==> src/rtl/calc_pkg.sv <==
// ============================================================================
// calc_pkg: opcodes, key-code constants and parser states for the calculator.
// Rev 1.0 - initial release
// ============================================================================
`default_nettype none

package calc_pkg;

    typedef enum logic [2:0] {
        PUSH = 3'd0,
        ADD  = 3'd1,
        SUB  = 3'd2,
        MUL  = 3'd3,
        DROP = 3'd4,
        CLR  = 3'd5
    } opcode_e;

    localparam logic [3:0] KEY_ADD   = 4'hA;
    localparam logic [3:0] KEY_SUB   = 4'hB;
    localparam logic [3:0] KEY_MUL   = 4'hC;
    localparam logic [3:0] KEY_ENTER = 4'hD;
    localparam logic [3:0] KEY_CLEAR = 4'hE;
    localparam logic [3:0] KEY_DROP  = 4'hF;

    typedef enum logic [1:0] {
        ST_IDLE      = 2'd0,
        ST_PUSH_PEND = 2'd1,
        ST_OP_PEND   = 2'd2
    } state_e;

    // Function keys map onto opcodes; anything unrecognised falls to CLR (key E).
    function automatic opcode_e key_to_op(input logic [3:0] k);
        case (k)
            KEY_ADD:  return ADD;
            KEY_SUB:  return SUB;
            KEY_MUL:  return MUL;
            KEY_DROP: return DROP;
            default:  return CLR;
        endcase
    endfunction

endpackage

`default_nettype wire

==> src/rtl/decimal_accumulator.sv <==
// ============================================================================
// decimal_accumulator: combinational acc*10+digit with overflow detection.
// Rev 1.0 - initial release
// ============================================================================
`default_nettype none

module decimal_accumulator #(
    parameter int WIDTH = 16
) (
    input  logic [WIDTH-1:0] i_acc,
    input  logic [3:0]       i_digit,
    output logic [WIDTH-1:0] o_sum,
    output logic             o_ovf
);

    localparam int c_WW = WIDTH + 4;

    logic [c_WW-1:0] w_ext;
    logic [c_WW-1:0] w_wide;

    // Four guard bits hold 10*(2^WIDTH-1)+9 without wrapping.
    assign w_ext  = {4'b0000, i_acc};
    assign w_wide = (w_ext << 3) + (w_ext << 1) + {{WIDTH{1'b0}}, i_digit};
    assign o_sum  = w_wide[WIDTH-1:0];
    assign o_ovf  = |w_wide[c_WW-1:WIDTH];

endmodule

`default_nettype wire

==> src/rtl/key_token_parser.sv <==
// ============================================================================
// key_token_parser: turns keypad tokens into PUSH/operator commands (valid/ready).
// Optional: define PARSER_ECHO_EN to expose entry_value/entry_active outputs.
// Rev 1.0 - initial release
// ============================================================================
`default_nettype none

module key_token_parser
    import calc_pkg::*;
#(
    parameter int WIDTH = 16
) (
    input  logic             clk,
    input  logic             rst,
    input  logic [3:0]       key_code,
    input  logic             key_valid,
    output logic             cmd_valid,
    input  logic             cmd_ready,
    output logic [2:0]       cmd_op,
    output logic [WIDTH-1:0] cmd_data,
    output logic             entry_ovf,
    output logic             key_drop
`ifdef PARSER_ECHO_EN
    ,
    output logic [WIDTH-1:0] entry_value,
    output logic [0:0]       entry_active
`endif
);

    state_e           r_state, w_state_nxt;
    logic [WIDTH-1:0] r_acc, w_acc_nxt;
    logic             r_entry_active, w_active_nxt;
    logic             r_key_prev;
    logic             r_has_op, w_has_op_nxt;
    opcode_e          r_lat_op, w_lat_op_nxt;
    logic             r_cmd_valid, w_cmd_valid_nxt;
    opcode_e          r_cmd_op, w_cmd_op_nxt;
    logic [WIDTH-1:0] r_cmd_data, w_cmd_data_nxt;
    logic             r_entry_ovf, w_ovf_nxt;
    logic             r_key_drop, w_drop_nxt;

    logic             w_event, w_hs, w_is_digit, w_is_oper;
    logic [WIDTH-1:0] w_sum;
    logic             w_digit_ovf;

    assign w_event    = key_valid & ~r_key_prev;
    assign w_hs       = r_cmd_valid & cmd_ready;
    assign w_is_digit = (key_code <= 4'd9);
    assign w_is_oper  = (key_code == KEY_ADD) || (key_code == KEY_SUB) ||
                        (key_code == KEY_MUL) || (key_code == KEY_DROP);

    decimal_accumulator #(.WIDTH(WIDTH)) u_acc (
        .i_acc   (r_acc),
        .i_digit (key_code),
        .o_sum   (w_sum),
        .o_ovf   (w_digit_ovf)
    );

    always_ff @(posedge clk) begin
        if (rst) r_state <= ST_IDLE;
        else     r_state <= w_state_nxt;
    end

    always_comb begin
        w_state_nxt = r_state;
        case (r_state)
            ST_IDLE: begin
                if (w_event) begin
                    if (w_is_oper)
                        w_state_nxt = r_entry_active ? ST_PUSH_PEND : ST_OP_PEND;
                    else if (key_code == KEY_ENTER && r_entry_active)
                        w_state_nxt = ST_PUSH_PEND;
                    else if (key_code == KEY_CLEAR && !r_entry_active)
                        w_state_nxt = ST_OP_PEND;
                end
            end
            ST_PUSH_PEND: if (w_hs) w_state_nxt = r_has_op ? ST_OP_PEND : ST_IDLE;
            ST_OP_PEND:   if (w_hs) w_state_nxt = ST_IDLE;
            default:      w_state_nxt = ST_IDLE;
        endcase
    end

    always_comb begin
        w_acc_nxt       = r_acc;
        w_active_nxt    = r_entry_active;
        w_has_op_nxt    = r_has_op;
        w_lat_op_nxt    = r_lat_op;
        w_cmd_valid_nxt = r_cmd_valid;
        w_cmd_op_nxt    = r_cmd_op;
        w_cmd_data_nxt  = r_cmd_data;
        w_ovf_nxt       = 1'b0;
        w_drop_nxt      = 1'b0;
        case (r_state)
            ST_IDLE: begin
                if (w_event) begin
                    if (w_is_digit) begin
                        if (w_digit_ovf) begin
                            w_ovf_nxt = 1'b1;
                        end else begin
                            w_acc_nxt    = w_sum;
                            w_active_nxt = 1'b1;
                        end
                    end else if (w_is_oper || key_code == KEY_ENTER) begin
                        if (r_entry_active) begin
                            w_cmd_valid_nxt = 1'b1;
                            w_cmd_op_nxt    = PUSH;
                            w_cmd_data_nxt  = r_acc;
                            w_has_op_nxt    = w_is_oper;
                            w_lat_op_nxt    = key_to_op(key_code);
                        end else if (w_is_oper) begin
                            w_cmd_valid_nxt = 1'b1;
                            w_cmd_op_nxt    = key_to_op(key_code);
                            w_cmd_data_nxt  = '0;
                        end
                    end else begin
                        if (r_entry_active) begin
                            w_acc_nxt    = '0;
                            w_active_nxt = 1'b0;
                        end else begin
                            w_cmd_valid_nxt = 1'b1;
                            w_cmd_op_nxt    = CLR;
                            w_cmd_data_nxt  = '0;
                        end
                    end
                end
            end
            ST_PUSH_PEND: begin
                w_drop_nxt = w_event;
                if (w_hs) begin
                    w_acc_nxt    = '0;
                    w_active_nxt = 1'b0;
                    w_has_op_nxt = 1'b0;
                    // Latched operator follows the PUSH with no idle bubble.
                    if (r_has_op) begin
                        w_cmd_op_nxt   = r_lat_op;
                        w_cmd_data_nxt = '0;
                    end else begin
                        w_cmd_valid_nxt = 1'b0;
                    end
                end
            end
            ST_OP_PEND: begin
                w_drop_nxt = w_event;
                if (w_hs) w_cmd_valid_nxt = 1'b0;
            end
            default: w_cmd_valid_nxt = 1'b0;
        endcase
    end

    always_ff @(posedge clk) begin
        if (rst) begin
            r_acc          <= '0;
            r_entry_active <= 1'b0;
            r_key_prev     <= 1'b1;
            r_has_op       <= 1'b0;
            r_lat_op       <= PUSH;
            r_cmd_valid    <= 1'b0;
            r_cmd_op       <= PUSH;
            r_cmd_data     <= '0;
            r_entry_ovf    <= 1'b0;
            r_key_drop     <= 1'b0;
        end else begin
            r_acc          <= w_acc_nxt;
            r_entry_active <= w_active_nxt;
            r_key_prev     <= key_valid;
            r_has_op       <= w_has_op_nxt;
            r_lat_op       <= w_lat_op_nxt;
            r_cmd_valid    <= w_cmd_valid_nxt;
            r_cmd_op       <= w_cmd_op_nxt;
            r_cmd_data     <= w_cmd_data_nxt;
            r_entry_ovf    <= w_ovf_nxt;
            r_key_drop     <= w_drop_nxt;
        end
    end

    assign cmd_valid = r_cmd_valid;
    assign cmd_op    = r_cmd_op;
    assign cmd_data  = r_cmd_data;
    assign entry_ovf = r_entry_ovf;
    assign key_drop  = r_key_drop;

`ifdef PARSER_ECHO_EN
    assign entry_value  = r_acc;
    assign entry_active = r_entry_active;
`endif

endmodule

`default_nettype wire

==> config.mk <==
export PLATFORM = sky130hd
export DESIGN_NAME = key_token_parser
export DESIGN_NICKNAME = d
export VERILOG_FILES = /design/src/rtl/calc_pkg.sv /design/src/rtl/decimal_accumulator.sv /design/src/rtl/key_token_parser.sv
export SDC_FILE = /design/constraint.sdc
export NUM_CORES = 1
export LEC_CHECK = 0
export BUFFER_PORTS_ARGS = -buffer_cell sky130_fd_sc_hd__buf_4
export CORE_ASPECT_RATIO = 2
export CORE_MARGIN = 2
export CORE_UTILIZATION = 45
export CTS_CLUSTER_SIZE = 12
export DETAILED_ROUTE_END_ITERATION = 10
export PLACE_DENSITY_LB_ADDON = 0.12
export SLEW_MARGIN = 10
export SYNTH_ARGS = -nofsm -noshare
export SYNTH_HDL_FRONTEND = slang
export SYNTH_HIERARCHICAL = 1
export SYNTH_SLANG_ARGS = --single-unit
==> constraint.sdc <==
create_clock -name clk -period 5.2 [get_ports clk]
set_input_delay 0 -clock clk [delete_from_list [all_inputs] [get_ports clk]]
set_output_delay 0 -clock clk [all_outputs]
set_load 0.01 [all_outputs]
==> results of run 1 <==
## layer usage
layer	GRT usage	vias to the layer above	wire length, um
met5	0	-	0
met4	0.0938	0	188
met3	0.0282	13	195
met2	0.426	45	4680
met1	0.235	1311	3140
li1	-	1342	-
## final cells by class
type | count | area [sq um] | area share
multi-input cells | 250 | 2050 | 0.577
flip-flops and latches | 46 | 921 | 0.259
repair buffers | 35 | 270 | 0.0760
clock buffers | 6 | 139 | 0.0391
well taps | 90 | 113 | 0.0317
inverters | 16 | 60.1 | 0.0169
## path summary, 6_finish.rpt
path	to	start	cells after the start	slack (ns)
min	r_lat_op[1]	key_code[3]	3	0.06
min reg2reg	cmd_op[2]	cmd_op[2]	2	0.46
max reg2reg	r_acc[15]	r_acc[0]	13	1.13
max	r_acc[15]	r_acc[0]	13	1.13
## cell usage after synthesis (all sizes together) (4+ instances only)
| cell type | number |
|---|---|
| a21o | 7 |
| a21oi | 20 |
| a22o | 16 |
| a31oi | 4 |
| a41o | 16 |
| buf | 12 |
| clkbuf | 12 |
| dfxtp | 46 |
| ha | 34 |
| inv | 16 |
| nand2 | 19 |
| nand3 | 4 |
| nand4 | 5 |
| nor2 | 12 |
| nor3 | 5 |
| o211ai | 7 |
| o21a | 5 |
| o21ai | 14 |
| o311a | 16 |
| xnor2 | 11 |
| xor2 | 5 |
## where the power goes
part	internal [mW]	switching, mW
Combinational	0.0389	0.0773
Clock	0.186	0.124
Sequential	0.359	0.00744
Total	0.584	0.208
## worst reg2reg max path, stage by stage, from the launching register on
cell and delay (ns):
dfxtp_1 0.38, inv_1 0.08, fa_1 0.53, inv_1 0.07, fa_1 0.45, a21o_1 0.22
a221oi_2 0.41, o21ai_2 0.14, a21bo_1 0.20, or2_0 0.19, a2111o_1 0.49, o221ai_1 0.25
a21oi_2 0.23, a22o_1 0.32
## registers in the layout, summed over array words and instances, names as in the netlist
name and count:
r_state 2, r_has_op 1, r_entry_active 1, cmd_valid 1, r_key_prev 1, cmd_data 16, r_acc 16, entry_ovf 1
r_lat_op 3, cmd_op 3, key_drop 1
## per-stage QoR
stage / hold slack, ns / std cells / utilization
2_1_floorplan: 0.107 / 337 / -
3_3_place_gp: 0.205 / 434 / 0.491
3_5_place_dp: 0.208 / 434 / 0.491
4_1_cts: 0.0615 / 443 / 0.516
5_1_grt: 0.0850 / 443 / 0.516
6_report: 0.0643 / 443 / 0.516
## cell families (layout without fill, tap and decap cells)
logic type	count (synthesis)	in the layout	share of synthesized area
XOR/XNOR	16	16	0.0438
buffers and inverters	41	57	0.0712
flip-flops	46	46	0.288
adder cells (fa/ha/maj)	36	36	0.146
AO/OA/AOI/OAI	130	130	0.330
AND/OR/NAND/NOR	63	63	0.105
multiplexers	5	5	0.0164
==> results.cfg, run 1 <==
[run_status]
status = finished clean

[routing]
first_pass_iters = 4
vias = 2711
wl_mm = 8.20
wire_per_inst_um = 18.5
initialDrtViolationCount = 144
antenna_left = 0
via_per_inst = 6.12
drc = 0

[pwr]
power.leakage_nw = 1.75
p_total_mw = 0.792
ir_worst_vdd_v = 0.000117
powerDensity_nw_per_um2 = 223

[synth]
synthFlopType = dfxtp_1
ys_top_cells_by_area = dfxtp_1 (29%), ha_1 (13%), a41o_1 (5.0%)
synth_enable_flop_cells = 0
yosys_warnings = 6
synthCells = 337
async_reset_ff_frac = 0
seq_area_frac_synth = 0.288
syn-num-nets = 381
syn_area_sq_um = 3200
synth_top_area_share = 0.288
syn_area_per_cell_sq_um = 9.49
ys_ff_latch = 46
yosysTopAreaCell = dfxtp_1
yosysUniqueCellTypes = 61

[clock_tree]
clk_path_buf_depth = 2
post_cts_resized = 0
clock-sinks = 46
cts_buffers = 5
path_clk_slew_ns = 0.06
root_buffer = clkbuf_16
holdBufCountCts = 3
post_cts_buffers = 0
ctsHtreeMaxLevel = 2
cts_tree = built
clkLatencyLatePin_ns = 0.29

[global_routing]
grt_max_degree = 40
grt_pass1_wl_mm = 13.3
first_global_vias = 2672
antenna_found_initial = 0
overflow = 0
grt.total_usage = 0.221

[timing]
clock_skew_ns = 0.00376
finalWorstSetupSlack_ns = 1.13
tns_ns = 0
period_share = 0.782
period_needed_ns = 4.07
setup_violations = 0
hold_viol = 0
fmax_ghz = 0.246
relSlewSlack = 0.224
rsz0062_at_grt = no
tightestPinTransition_ns = 1.16
maxSlewViolCount = 0

[run]
maxCapViolCount = 0

[floorplanning]
core-area_sq_um = 6890
die_h_um = 123
io_pins = 30
initial_core_util = 0.464
fp.dieW_um = 63.6
die-area_sq_um = 7840
rows = 43

[finish]
fin_area_sq_um = 3560
antenna_cells = 0
layout_common_cells = dfxtp_1 (46), ha_1 (34), buf_4 (32)
nNetsFinal = 398
n_fill_cell = 701
syn_to_final_growth_pct = 11.2
final_common_cell = dfxtp_1
drive_above_1_share = 0.159

[hold_path]
hold_path.class = primary input to flop

[critical_path]
crit_path_top_delay_cell = fa_1
path_class = flop to flop
cp.required_ns = 5.38
critical_path_buf_inv_count = 2
worstPathArrival_ns = 4.24
crit_path_end_kind = flop
slowest_delay_ns = 0.53
startpoint_type = flop
path_cells = inv_1 -> fa_1 -> inv_1 -> fa_1 -> a21o_1 -> a221oi_2 -> o21ai_2 -> a21bo_1 -> or2_0 -> a2111o_1 -> o221ai_1 -> a21oi_2 -> a22o_1
critPathTopFamily = compound AO/OA/AOI/OAI gates
cp_max_fo = 16

[placement]
gp_congestion = 0.866
portBuffers = 29
dp.final_hpwl_mm = 6.28
placed_area_sq_um = 3380
dp_slack_ns = 0.931
Note: power is estimated with default switching activity, not from simulation.
==> run 2, diff against run 1 <==
clock period = 3.5 ns   (was 5.2 ns; I/O delays follow)
==> run 2 against run 1 <==
Compared with the run above: the flow now finishes with violations (setup timing); highest routed layer unchanged; worst hold slack better by 0.072 ns; die area unchanged; via count up 2.8%; critical endpoint is now r_entry_active.
==> results.cfg, run 2 (synthesized netlist as in run 1, its figures left out) <==
[run_status]
status = finished, violations left
failed_checks = setup timing

[pwr]
ir_worst_vdd_v = 0.000175
p_total_mw = 1.37
power.leakage_nw = 1.88
seqPwrFrac = 0.396
powerDensity_nw_per_um2 = 359
p_switching_mw = 0.341
internal-power_mw = 1.03
p_comb_frac = 0.142
p_sw_frac = 0.248
p_clk_frac = 0.463

[critical_path]
crit_path_top_delay_cell = fa_1
startpoint_type = flop
critPathTopFamily = compound AO/OA/AOI/OAI gates
critical_path_buf_inv_count = 4
path_class = flop to flop
path_cells = inv_2 -> fa_1 -> inv_2 -> fa_2 -> a21o_1 -> a221oi_2 -> buf_4 -> o21ai_2 -> a21bo_1 -> or2_0 -> a2111o_1 -> buf_4 -> o211ai_1 -> nand2_1 -> a31o_2
slowest_delay_ns = 0.51
crit_path_end_kind = flop
cp_max_fo = 3
worstPathArrival_ns = 3.73
cp.required_ns = 3.69

[floorplanning]
io_pins = 30
rows = 43
initial_core_util = 0.464
die_h_um = 123
fp.dieW_um = 63.6
die-area_sq_um = 7840
core-area_sq_um = 6890

[timing]
tightestPinTransition_ns = 0.992
holdWs_ns = 0.136
maxSlewViolCount = 0
clock_skew_ns = 0.00335
rsz0062_at_grt = yes
period_needed_ns = 3.54
fmax_ghz = 0.282
relSlewSlack = 0.335
tns_ns = -0.229
setup_violations = 15
period_share = 1.01
hold_viol = 0
finalWorstSetupSlack_ns = -0.0400

[finish]
stdcell_count = 465
drive_above_1_share = 0.232
final_util = 0.556
syn_to_final_growth_pct = 19.6
antenna_cells = 0
nNetsFinal = 418
layout_common_cells = buf_4 (50), dfxtp_1 (44), ha_1 (33)
n_fill_cell = 687
fin_area_sq_um = 3830
final_common_cell = buf_4

[hold_path]
hold_path.class = primary input to flop

[routing]
antenna_left = 0
wl_mm = 8.35
via_per_inst = 5.99
first_pass_iters = 4
wire_per_inst_um = 18.0
drc = 0
initialDrtViolationCount = 117
vias = 2787

[clock_tree]
root_buffer = clkbuf_16
cts_tree = built
ctsHtreeMaxLevel = 2
clock-sinks = 46
clk_path_buf_depth = 2
path_clk_slew_ns = 0.06
clkLatencyLatePin_ns = 0.29
cts_buffers = 5

[placement]
dp.final_hpwl_mm = 6.36
place_inst = 451
portBuffers = 29
gp_congestion = 0.887
dp_slack_ns = -0.0417
placed_area_sq_um = 3550

[global_routing]
antenna_found_initial = 0
grt_max_degree = 41
first_global_vias = 2729
grt.total_usage = 0.225
overflow = 0
grt_pass1_wl_mm = 13.7

[run]
maxCapViolCount = 0
run 2: changes by cell type in the layout (fill, tap and decap cells not counted), moves of 2 or more:
| cell | previous run | this run |
|---|---|---|
| dfxtp_1 | 46 | 44 |
| inv_2 | 0 | 3 |
| dfxtp_2 | 0 | 2 |
| bufinv_16 | 0 | 2 |
| inv_1 | 16 | 13 |
| buf_4 | 32 | 50 |
run 2: final cells by class:
cell class | instances | area, sq um | area share
clock buffers | 6 | 139 | 0.0363
inverters | 16 | 60.1 | 0.0157
repair buffers | 54 | 425 | 0.111
multi-input cells | 251 | 2110 | 0.550
clock inverters | 2 | 60.1 | 0.0157
well taps | 90 | 113 | 0.0294
flip-flops and latches | 46 | 923 | 0.241
run 2: what timing repair did:
item                       4_1_cts  5_1_grt
setup endpoints to repair       16       17
gates cloned                     1        0
buffers inserted                 2        0
resized for setup                3        2
hold buffers                     3        0
hold endpoints to repair         7        0
run 2: path summary, 6_finish.rpt:
kind                    start             end  slack (ns)  cells past startpoint
setup / recovery     r_acc[2]  r_entry_active       -0.04                     15
hold / removal    key_code[1]        r_has_op        0.14                      4
setup reg to reg     r_acc[2]  r_entry_active       -0.04                     15
hold reg to reg     cmd_op[2]       cmd_op[2]        0.47                      2
run 2: power groups by stage:
stage               clock (mW)  sequential (mW)  combinational (mW)
floorplan                    0            0.553               0.135
global placement             0            0.555               0.182
detailed placement           0            0.555               0.183
CTS                      0.644            0.543               0.194
global route             0.659            0.544               0.212
finish                   0.635            0.543               0.195
run 2: worst register-to-register path, delay by kind of cell, from the launching register on:
family	cells	cell delay, ns
DFF	1	0.33
adders and majority gates	2	0.84
AOI/OAI and AO/OA	7	1.54
buffers and inverters	4	0.43
and+or+nand+nor	2	0.30
run 2: metal layers:
metal / track usage / vias to the layer above / share of wire / wire length [um]
met5: 0 / - / 0 / 0
met4: 0.128 / 0 / 0.036 / 304
met3: 0.0209 / 20 / 0.020 / 168
met2: 0.431 / 50 / 0.56 / 4690
met1: 0.235 / 1336 / 0.38 / 3200
li1: - / 1381 / - / -
